**src/rtl/mult_unit.sv**
```systemverilog
// ---------------------------------------------------------------------------
// mult_unit -- sequential 32x32 signed multiplier, radix-2 Booth, one step per
// clock. A request is taken from IDLE, 32 Booth steps run in RUN, and the
// 64-bit product is published on hi/lo when the FSM enters DONE.
//
// Ports
//   clk    in   1   single clock, rising edge
//   reset  in   1   synchronous, active-low; clears all state
//   start  in   1   request pulse, only looked at in IDLE
//   A      in   32  multiplicand, signed two's complement
//   B      in   32  multiplier, signed two's complement
//   hi     out  32  upper half of the signed product (registered)
//   lo     out  32  lower half of the signed product (registered)
//   busy   out  1   high for the 32 cycles spent in RUN
//   done   out  1   one-cycle pulse when hi/lo first show a new result
// ---------------------------------------------------------------------------
module mult_unit (
    input  logic        clk,
    input  logic        reset,
    input  logic        start,
    input  logic [31:0] A,
    input  logic [31:0] B,
    output logic [31:0] hi,
    output logic [31:0] lo,
    output logic        busy,
    output logic        done
);

    typedef enum logic [1:0] {
        IDLE = 2'd0,
        RUN  = 2'd1,
        DONE = 2'd2
    } state_t;

    state_t             state_q, state_d;
    logic signed [31:0] a_q, a_d;
    // {partial product[64:33], multiplier bits[32:1], Booth guard bit[0]}
    logic signed [64:0] acc_q, acc_d;
    logic [4:0]         cnt_q, cnt_d;
    logic [31:0]        hi_q, hi_d;
    logic [31:0]        lo_q, lo_d;
    logic               busy_q, busy_d;
    logic               done_q, done_d;
    logic signed [64:0] step_res;

    // One radix-2 Booth step followed by an arithmetic shift right. The
    // partial product is widened to 33 bits before add/subtract so that a
    // -2^31 multiplicand cannot overflow; dropping the guard bit of the
    // 66-bit intermediate leaves exactly the shifted 65-bit accumulator.
    function automatic logic signed [64:0] booth_step(
        input logic signed [64:0] acc,
        input logic signed [31:0] mcand
    );
        logic signed [32:0] part;
        logic signed [32:0] mc_ext;
        part   = $signed({acc[64], acc[64:33]});
        mc_ext = $signed({mcand[31], mcand});
        case (acc[1:0])
            2'b01:   part = part + mc_ext;
            2'b10:   part = part - mc_ext;
            default: part = part;
        endcase
        return $signed({part, acc[32:1]});
    endfunction

    always_comb begin
        step_res = booth_step(acc_q, a_q);
        state_d  = state_q;
        a_d      = a_q;
        acc_d    = acc_q;
        cnt_d    = cnt_q;
        hi_d     = hi_q;
        lo_d     = lo_q;
        busy_d   = busy_q;
        done_d   = done_q;
        case (state_q)
            IDLE: begin
                if (start) begin
                    state_d = RUN;
                    a_d     = $signed(A);
                    acc_d   = $signed({32'b0, B, 1'b0});
                    cnt_d   = 5'd0;
                    busy_d  = 1'b1;
                end
            end
            RUN: begin
                acc_d = step_res;
                cnt_d = cnt_q + 5'd1;
                if (cnt_q == 5'd31) begin
                    state_d = DONE;
                    busy_d  = 1'b0;
                    done_d  = 1'b1;
                    hi_d    = step_res[64:33];
                    lo_d    = step_res[32:1];
                end
            end
            DONE: begin
                state_d = IDLE;
                done_d  = 1'b0;
            end
            default: begin
                state_d = IDLE;
                busy_d  = 1'b0;
                done_d  = 1'b0;
            end
        endcase
    end

    always_ff @(posedge clk) begin
        if (!reset) begin
            state_q <= IDLE;
            a_q     <= '0;
            acc_q   <= '0;
            cnt_q   <= '0;
            hi_q    <= '0;
            lo_q    <= '0;
            busy_q  <= 1'b0;
            done_q  <= 1'b0;
        end else begin
            state_q <= state_d;
            a_q     <= a_d;
            acc_q   <= acc_d;
            cnt_q   <= cnt_d;
            hi_q    <= hi_d;
            lo_q    <= lo_d;
            busy_q  <= busy_d;
            done_q  <= done_d;
        end
    end

    assign hi   = hi_q;
    assign lo   = lo_q;
    assign busy = busy_q;
    assign done = done_q;

endmodule

```
**config.mk**
```make
export PLATFORM = sky130hd
export DESIGN_NAME = mult_unit
export DESIGN_NICKNAME = d
export VERILOG_FILES = /design/src/rtl/mult_unit.sv
export SDC_FILE = /design/constraint.sdc
export NUM_CORES = 1
export LEC_CHECK = 0
export CORE_AREA = 2 2 139 141
export CTS_CLUSTER_SIZE = 10
export DETAILED_ROUTE_END_ITERATION = 8
export DIE_AREA = 0 0 141 143
export PLACE_DENSITY_LB_ADDON = 0.1
export SYNTH_ARGS = -nofsm -noshare
export SYNTH_HDL_FRONTEND = slang
export SYNTH_SLANG_ARGS = --single-unit
```
**constraint.sdc**
```tcl
create_clock -name clk -period 5.9 [get_ports clk]
set_input_delay 1.18 -clock clk [delete_from_list [all_inputs] [get_ports clk]]
set_output_delay 1.18 -clock clk [all_outputs]
set_load 0.02 [all_outputs]
```
==> flow_summary_export.csv <==
group,metric,value,unit
sta,period_minus_slack,4866,ps
worst_setup_path,worst-path-buf-inv,0,
placed_design,place_area,0.01059,mm^2
synthesis,synth_area,0.009210,mm^2
floorplan,core,0.01858,mm^2
synthesis,yosysWarnings,0,
clock_network,cts_resized,0,
power,p_leak,4.112,nW
sta,rsz0062_at_grt,"false",
floorplan,die_w,141,um
sta,post-route-period-util,0.8248,
power,p_sw,0.9916,mW
global_routing,grt_overflow_total,0,
synthesis,ys_ff_latch,170,
detailed_routing,vias,8736,
placed_design,gp_congestion,1.002,
sta,setup_viol,0,
synthesis,synth-edff-count,0,
detailed_routing,first_pass_iters,5,
sta,slew_headroom,0.2731,
worst_setup_path,worstPathRequired,6230,ps
synthesis,synth-main-ff-cell,"dfxtp_1",
floorplan,fp.dieH,143,um
global_routing,globalRouteTotalUtil,0.2524,
clock_network,cts_tree,"done",
status,outcome,"completed",
synthesis,ys_types,63,
detailed_routing,drtAntennaViolNets,0,
worst_setup_path,cp_max_fo,8,
clock_network,clock_latency,430,ps
synthesis,synthArstFlopShare,0,
sta,max_freq,205.5,MHz
worst_hold_path,hold_path.class,"flip-flop to flip-flop",
layout,antenna_cells,0,
sta,final.setup.worst_slack,1034,ps
placed_design,dp_hpwl,17120,um
global_routing,grt_max_degree,107,
power,power_frac_seq,0.399,
worst_setup_path,critPathSlowestCell,"nor4b_1",
floorplan,pin_count,133,
synthesis,ys_seq_area_frac,0.3695,
layout,final_layout_size_suffix_gt1_frac,0.05134,
floorplan,rows,50,
sta,fin_tns_setup,0,ps
power,powerDensity,279.0,mW/mm^2
placed_design,numPlacedInstances,1507,
clock_network,clock-sinks,170,
global_routing,grt_pass1_wl,41320,um
detailed_routing,viasPerCell,5.676,
global_routing,grt_pass1_vias,8033,
worst_setup_path,worstSetupPathType,"flip-flop to flip-flop",
floorplan,start_util,0.4957,
detailed_routing,dr.first_iter.drc_count,571,
layout,fin_util,0.6020,
detailed_routing,drcViolationCount,0,
layout,nNetsFinal,1396,
synthesis,synth_nets,1323,
synthesis,postSynthCellCount,1219,
detailed_routing,wire_per_inst,16.31,um
synthesis,syn_avg_cell_area,7.555,um^2
clock_network,cts_buffer_depth,2,
layout,final_area,0.01119,mm^2
sta,slew_violations,0,
layout,area_growth_syn_to_layout,21.45,%
global_routing,antenna_found_initial,0,
worst_setup_path,critical_path.top_delay_family,"simple AND/OR/NAND/NOR gates",
clock_network,numCtsBuffers,17,
flow_run,maxCapViolations,0,
clock_network,cts_post_setup_buffers_inserted,0,
sta,tightest_slew,1090,ps
layout,stdcell_count,1539,
power,swShare,0.3178,
clock_network,hold_buffers,0,
clock_network,htreeDepth,4,
power,p_comb_frac,0.235,
detailed_routing,wirelength,25100,um
power,clkPwrFrac,0.366,
clock_network,cts_root_buf,"clkbuf_16",
sta,finClkSkew,7.851,ps
power,internal-power,2.129,mW
placed_design,dp_slack,1067,ps
worst_setup_path,cp_cell_sequence,"nor2_1 -> nor4b_1 -> nor4b_1 -> and2_1 -> nand2_1 -> nor2_1 -> a21oi_1 -> xnor2_1 -> ha_1 -> and3_1 -> nand2_1 -> nor3_1 -> or3b_1 -> a221oi_2 -> o21ai_0 -> a311oi_1",
sta,hold_viol_final,0,
worst_setup_path,cp-end-kind,"flip-flop",
worst_setup_path,cp-start-kind,"flip-flop",
worst_setup_path,critPathMaxStageDelay,700,ps
worst_setup_path,critPathArrivalTime,5200,ps
power,vdd_drop_max,0.2115,mV
clock_network,clk_pin_slew_worst_paths,70,ps
floorplan,dieArea,0.02016,mm^2
placed_design,io_buffer_count,132,
power groups by stage:
| stage | clock (mW) | sequential [mW] | combinational [mW] |
|---|---|---|---|
| after floorplan | 0 | 1.26 | 0.554 |
| after global placement | 0 | 1.27 | 0.726 |
| after detailed placement | 0 | 1.27 | 0.728 |
| after CTS | 1.16 | 1.24 | 0.733 |
| after global routing | 1.22 | 1.25 | 0.822 |
| final | 1.14 | 1.24 | 0.734 |
layout by cell type (no fill, tap or decap), types with 4 or more instances in the layout:
master	count
nor3b_1	6
o21bai_1	5
mux2i_1	8
buf_4	9
nand2b_1	15
nand3b_1	4
nor4_1	5
o21a_1	9
nand2_1	245
nand4_1	6
or3_1	6
o21ai_0	56
or2_2	5
a21o_1	10
o211ai_1	10
ha_1	35
xor2_1	10
a21oi_1	151
clkbuf_16	17
a31oi_1	26
nand3_1	38
a311oi_1	36
nor3_1	23
a211oi_1	12
clkinv_4	5
xnor2_1	40
clkdlybuf4s50_1	132
inv_1	21
nor2b_1	4
o31ai_1	6
and3_1	4
nor2_1	110
dfxtp_1	170
or4_1	4
Yosys cell counts, types with 16 or more instances:
| cell | n | area share |
|---|---|---|
| xnor2_1 | 40 | 0.038 |
| nand2b_1 | 16 | 0.011 |
| o21ai_0 | 56 | 0.030 |
| clkbuf_1 | 83 | 0.034 |
| nand2_1 | 246 | 0.10 |
| nor3_1 | 23 | 0.012 |
| nand3_1 | 38 | 0.021 |
| dfxtp_1 | 170 | 0.37 |
| ha_1 | 36 | 0.049 |
| a311oi_1 | 36 | 0.034 |
| a31oi_1 | 26 | 0.018 |
| nor2_1 | 112 | 0.046 |
| a21oi_1 | 151 | 0.082 |
| inv_1 | 21 | 0.0086 |
final timing paths:
path,startpoint,end,slack (ps),cells after the start
worst max-delay path,a_q[2],hi[31],1030,16
worst min-delay path,lo[24],lo[24],450,2
worst max register to register,a_q[2],hi[31],1030,16
worst min register to register,lo[24],lo[24],450,2
worst reg2reg max path, delay by kind of cell, from the launching register on:
kind                       cells  cell delay (ps)
and+or+nand+nor               10             3040
AOI/OAI and AO/OA              4              820
adders and majority gates      1              410
DFF                            1              360
xor gates and xnor gates       1              160
registers in the layout, summed over array words and instances (netlist names):
name / flops
a_q: 32
acc_q: 65
busy: 1
cnt_q: 5
hi: 32
state_q: 2
done: 1
lo: 32
logic make-up after synthesis:
group / count (synthesis) / share of synthesized area
AO/OA/AOI/OAI: 347 / 0.2345
XOR/XNOR: 50 / 0.04755
buffers and inverters: 109 / 0.04442
adder cells (fa/ha/maj): 37 / 0.05108
flip-flops: 170 / 0.3695
multiplexers: 11 / 0.01236
AND/OR/NAND/NOR: 495 / 0.2406
through the flow:
step	total power [mW]	hold slack (ps)
floorplan	1.810	414.8
global placement	1.995	439.1
detailed placement	1.999	444.0
CTS	3.138	452.1
global route	3.290	471.6
finish	3.120	454.0
final cells by class:
| class | count | area (um^2) |
|---|---|---|
| timing repair buffer | 141 | 1389 |
| sequential | 170 | 3403 |
| inverter | 22 | 85.08 |
| clock inverter | 14 | 162.7 |
| tap | 234 | 292.8 |
| multi-input combinational | 940 | 5424 |
| clock buffer | 18 | 429.2 |
| fill | 1775 | 7395 |
routing by layer:
metal | GRT usage | vias to the layer above | part of all wire
met5 | 0 | - | 0
met4 | 0.06368 | 0 | 0.015
met3 | 0.04594 | 28 | 0.043
met2 | 0.4154 | 193 | 0.46
met1 | 0.3439 | 4070 | 0.48
li1 | - | 4445 | -
(Power assumes the default switching activity.)
